File: src/rtl/tx_tlp_arbiter.sv
// Two-source arbiter for the PCIe TX local-link. Port 0 is the posted-write engine and port 1 is the completion engine.
// Each grant covers one whole packet. Grants alternate round-robin on ties, and each port is granted only when its trn_tbuf_av bit is set.
module tx_tlp_arbiter #(
  parameter int P0_BUF_BIT = 1,
  parameter int P1_BUF_BIT = 2,
  parameter int CNT_W      = 16
) (
  input  logic             trn_clk,
  input  logic             trn_reset,
  input  logic             trn_lnk_up_n,
  input  logic             req0,
  input  logic             req1,
  output logic             gnt0,
  output logic             gnt1,
  output logic             abort0,
  output logic             abort1,
  input  logic [63:0]      s0_td,
  input  logic [63:0]      s1_td,
  input  logic [7:0]       s0_trem_n,
  input  logic [7:0]       s1_trem_n,
  input  logic             s0_tsof_n,
  input  logic             s1_tsof_n,
  input  logic             s0_teof_n,
  input  logic             s1_teof_n,
  input  logic             s0_tsrc_rdy_n,
  input  logic             s1_tsrc_rdy_n,
  output logic             s0_tdst_rdy_n,
  output logic             s1_tdst_rdy_n,
  output logic [63:0]      trn_td,
  output logic [7:0]       trn_trem_n,
  output logic             trn_tsof_n,
  output logic             trn_teof_n,
  output logic             trn_tsrc_rdy_n,
  input  logic             trn_tdst_rdy_n,
  input  logic             trn_tdst_dsc_n,
  input  logic [3:0]       trn_tbuf_av,
  output logic [CNT_W-1:0] pkt_cnt0,
  output logic [CNT_W-1:0] pkt_cnt1
);

  typedef enum logic [1:0] {IDLE = 2'd0, XFER0 = 2'd1, XFER1 = 2'd2} state_e;

  state_e           state_q, state_d;
  logic             last_q, last_d;
  logic             abort0_q, abort0_d, abort1_q, abort1_d;
  logic [CNT_W-1:0] cnt0_q, cnt0_d, cnt1_q, cnt1_d;
  logic             elig0, elig1, kill, eof_accept;
  logic             unused_buf_bits;

  assign elig0      = req0 & trn_tbuf_av[P0_BUF_BIT] & ~trn_lnk_up_n;
  assign elig1      = req1 & trn_tbuf_av[P1_BUF_BIT] & ~trn_lnk_up_n;
  assign kill       = ~trn_tdst_dsc_n | trn_lnk_up_n;
  assign eof_accept = ~trn_tsrc_rdy_n & ~trn_tdst_rdy_n & ~trn_teof_n;
  assign unused_buf_bits = ^trn_tbuf_av;

  // last_q = 1 means port 1 won the previous tie, so port 0 wins the next one.
  always_comb begin
    // NOTE: every combinational output gets a default first so no path can infer a latch.
    state_d  = state_q;
    last_d   = last_q;
    abort0_d = 1'b0;
    abort1_d = 1'b0;
    cnt0_d   = cnt0_q;
    cnt1_d   = cnt1_q;
    case (state_q)
      IDLE: begin
        if (elig0 && elig1) begin
          state_d = last_q ? XFER0 : XFER1;
          last_d  = ~last_q;
        end else if (elig0) begin
          state_d = XFER0;
        end else if (elig1) begin
          state_d = XFER1;
        end
      end
      XFER0: begin
        if (kill) begin
          state_d  = IDLE;
          abort0_d = 1'b1;
        end else if (eof_accept) begin
          state_d = IDLE;
          cnt0_d  = cnt0_q + 1'b1;
        end
      end
      XFER1: begin
        if (kill) begin
          state_d  = IDLE;
          abort1_d = 1'b1;
        end else if (eof_accept) begin
          state_d = IDLE;
          cnt1_d  = cnt1_q + 1'b1;
        end
      end
      default: state_d = IDLE;
    endcase
  end

  always_ff @(posedge trn_clk) begin
    // NOTE: sequential state uses non-blocking assignments only; reset is synchronous, sampled on the clock edge.
    if (trn_reset) begin
      state_q  <= IDLE;
      last_q   <= 1'b1;
      abort0_q <= 1'b0;
      abort1_q <= 1'b0;
      cnt0_q   <= '0;
      cnt1_q   <= '0;
    end else begin
      state_q  <= state_d;
      last_q   <= last_d;
      abort0_q <= abort0_d;
      abort1_q <= abort1_d;
      cnt0_q   <= cnt0_d;
      cnt1_q   <= cnt1_d;
    end
  end

  // Zero-latency data mux steered only by the registered state.
  always_comb begin
    trn_td         = '0;
    trn_trem_n     = '0;
    trn_tsof_n     = 1'b1;
    trn_teof_n     = 1'b1;
    trn_tsrc_rdy_n = 1'b1;
    s0_tdst_rdy_n  = 1'b1;
    s1_tdst_rdy_n  = 1'b1;
    case (state_q)
      XFER0: begin
        trn_td         = s0_td;
        trn_trem_n     = s0_trem_n;
        trn_tsof_n     = s0_tsof_n;
        trn_teof_n     = s0_teof_n;
        trn_tsrc_rdy_n = s0_tsrc_rdy_n;
        s0_tdst_rdy_n  = trn_tdst_rdy_n;
      end
      XFER1: begin
        trn_td         = s1_td;
        trn_trem_n     = s1_trem_n;
        trn_tsof_n     = s1_tsof_n;
        trn_teof_n     = s1_teof_n;
        trn_tsrc_rdy_n = s1_tsrc_rdy_n;
        s1_tdst_rdy_n  = trn_tdst_rdy_n;
      end
      default: ;
    endcase
  end

  assign gnt0     = (state_q == XFER0);
  assign gnt1     = (state_q == XFER1);
  assign abort0   = abort0_q;
  assign abort1   = abort1_q;
  assign pkt_cnt0 = cnt0_q;
  assign pkt_cnt1 = cnt1_q;

endmodule

File: config.mk
export PLATFORM = sky130hd
export DESIGN_NAME = tx_tlp_arbiter
export DESIGN_NICKNAME = d
export VERILOG_FILES = /design/src/rtl/tx_tlp_arbiter.sv
export SDC_FILE = /design/constraint.sdc
export NUM_CORES = 1
export LEC_CHECK = 0
export BUFFER_PORTS_ARGS = -buffer_cell sky130_fd_sc_hd__buf_4
export CORE_AREA = 2 2 105 107
export CTS_BUF_LIST = sky130_fd_sc_hd__clkbuf_16
export CTS_CLUSTER_DIAMETER = 200
export DETAILED_ROUTE_END_ITERATION = 8
export DIE_AREA = 0 0 107 109
export PLACE_DENSITY = 0.73
export SETUP_SLACK_MARGIN = 0.2
export SYNTH_ARGS = -nofsm -noshare
export SYNTH_HDL_FRONTEND = slang
export SYNTH_SLANG_ARGS = --single-unit
export TNS_END_PERCENT = 30
File: constraint.sdc
create_clock -name trn_clk -period 3 [get_ports trn_clk]
set_input_delay 0.75 -clock trn_clk [delete_from_list [all_inputs] [get_ports trn_clk]]
set_output_delay 0.75 -clock trn_clk [all_outputs]
set_load 0.01 [all_outputs]
==> impl_metrics.yaml <==
floorplanning:
  num_io_pins: 274
  total_die_area_um2: 11700
  die_height_um: 109
  floorplan.rows: 38
  dieWidth_um: 107
  floorplan.core_area_um2: 10600
  start_util_pct: 30.5
grt:
  grt_use_total_pct: 23.3
  grt_start_max_net_pins: 82
  via_count_of_the_first_global_routing_pass: 3778
  grt_pass1_wl_mm: 20.7
  globalRoute.totalOverflow: 0
  antenna_found_initial: 1
cts:
  clk_path_buf_depth: 2
  clock_insertion_delay_worst_skew_ps: 280
  cts.reportedPaths.clkPinSlew_ps: 60
  postCtsSetupRepairBufs: 0
  postCtsResizedCells: 0
  cts_tree: "built"
  cts_hold_buf: 0
  clk_root_buffer_cell: "clkbuf_16"
  cts-htree-levels: 2
  cts.sinks: 37
  tritoncts.num_buffers: 5
layout:
  drive_gt1_share_pct: 46.6
  syn2layout_area_growth_pct: 71.0
  final_core_util_pct: 52.1
  final_nets: 833
worst_hold_path:
  min-delay-path-class: "register to register"
  worst_hold_path.num_cells: 2
  timing.hold.worst.start: "last_q"
setup_path:
  crit-reg2reg-launch: "state_q[1]"
  worst_r2r_path_depth: 7
  worst_ep_arrival_time_ps: 1930
  crit_buf_inv: 3
  crit_path_cell_trace: "inv_1 > ha_4 > buf_12 > a22oi_1 > nor2b_1 > buf_4"
  critical-path-slowest-cell: "a22oi_1"
  worstSetupPathDepth: 6
  worstSetupStartpointType: "register"
  critical_path_required_ps: 2250
  worst_setup_path_end_kind: "primary output"
  timing.setup.critical_path_class: "register to primary output"
  critical_path_peak_fanout: 34
  cp_top_family: "buffers and inverters"
  worst_setup_path_startpoint: "state_q[0]"
  worst_path_largest_cell_delay_ps: 440
timing:
  crit_path_setup_slack_layout_ps: 325
  unrepaired_setup_endpoints_after_global_routing: "no"
  final-max-slew-violation-count: 0
  period_needed_ps: 2680
  finalCritPeriodShare_pct: 89.2
  post_route_clock_skew_ps: 5.15
  upper_clock_frequency_limit_ghz: 0.374
  max_slew_margin_pct: 63.5
  setup_viol: 0
  finalHoldViolations: 0
  tightestPinTransition_ps: 548
  setup_total_negative_slack_ps: 0
synth:
  synth_seq_area_share_pct: 22.9
  post-synth-top-area-fraction_pct: 22.9
  post_synth_num_cell_types: 38
  syn-num-nets: 589
  post_synth_inst_count: 423
  post-synth-top-area-cell: "dfxtp_1"
  post_synth_instance_area_um2: 3230
  yosys_warn_count: 0
  syn-mean-instance-area_um2: 7.64
  post_synth_main_area_contributors: "dfxtp_1 (23%), nor2b_1 (19%), a22oi_1 (17%), mux2_2 (7.3%), clkbuf_1 (3.3%)"
  synth-seq-cells: 37
drt:
  detail_route.iter0.violations: 284
  wire_per_inst_um: 18.3
  postRouteAntennaNets: 0
  vias: 4199
  wl_mm: 14.8
  drt_first_pass_iters: 4
  via_per_inst: 5.19
  drcViolationCount: 0
placement:
  place.port_buffers: 271
  detailedPlacementHpwl_mm: 11.9
  globalplace.congestion: 0.854
  detailedPlace.worstSlack_ps: 540
power_and_ir_drop:
  p_leak_uw: 0.00234
  vdd_drop_max_mv: 0.233
  p_per_area_nw_per_um2: 363
run:
  timing.max_cap.violations: 0
status:
  run_status: "finished, final reports clean"
## synthesized netlist by cell type (all sizes together)
master / number
a21o: 1
a21oi: 11
a22oi: 75
a32oi: 1
and2: 7
and3: 2
and3b: 2
and4: 5
buf: 12
clkbuf: 28
clkinv: 1
dfxtp: 37
ha: 5
inv: 7
mux2: 21
mux2i: 2
nand2: 12
nand2b: 6
nand3: 12
nand3b: 1
nand4: 11
nand4b: 1
nor2: 22
nor2b: 96
nor3: 12
nor4: 8
nor4b: 1
o21ai: 5
o31ai: 7
or3: 4
or4: 7
xor2: 1
## path summary, 6_finish.rpt
check | slack, ps | endpoint
max | 320 | trn_td[54]
min | 500 | last_q
max reg2reg | 520 | pkt_cnt1[8]
min reg2reg | 500 | last_q
## cell type report
cell class	instances	area (µm²)
Antenna cell	1	2.50
Multi-Input combinational cell	338	2310
Timing Repair Buffer	277	2120
Tap cell	140	175
Sequential cell	37	741
Clock inverter	3	17.5
Clock buffer	5	125
Fill cell	1012	5080
Inverter	8	30.0
## registers in the layout, indices dropped and copies added, names as in the netlist
signal and cells:
abort1 1, state_q 2, pkt_cnt0 16, abort0 1
last_q 1, pkt_cnt1 16
## per-stage QoR
step           power [µW]  hold slack, ps  cells  instance area [µm²]
2_1_floorplan        1040             459    423                 3230
3_3_place_gp         1480             472    800                 5360
3_5_place_dp         1500             488    800                 5360
4_1_cts              2010             504    808                 5500
5_1_grt              2110             533    809                 5520
6_report             2000             500    809                 5520
## power by group
| part | switching, µW | total [µW] | internal [µW] |
|---|---|---|---|
| sequential | 6.07 | 504 | 498 |
| combinational | 481 | 990 | 509 |
| clock | 203 | 508 | 305 |
## cells by family after synthesis
group | after synthesis | share of synthesized area [%]
AO/OA/AOI/OAI | 100 | 22.6
XOR/XNOR | 1 | 0.271
adder cells (fa/ha/maj) | 5 | 1.94
buffers and inverters | 48 | 6.27
flip-flops | 37 | 22.9
multiplexers | 23 | 7.94
AND/OR/NAND/NOR | 209 | 38.0
## worst register-to-register path: stages, from the launching register on
cell	delay, ps
dfxtp_1	390
inv_1	120
ha_2	210
buf_12	210
a22oi_4	240
nand3b_2	390
nor4_1	450
mux2_2	370
## routing by layer
metal	track usage (%)	part of all wire, %	up-vias
met5	0	0	-
met4	9.37	2.5	0
met3	3.41	5.1	12
met2	44.1	56	165
met1	26.1	36	1991
li1	-	-	2031
## cells in the final DEF (no fill, tap or decap), drive strengths merged, types with 8 or more instances in the layout
cell type	n
buf	277
nor2b	96
a22oi	75
dfxtp	37
nor2	22
mux2	21
nand2	12
nand3	12
nor3	12
nand4	11
a21oi	11
nor4	8
(Power assumes the default switching activity.)
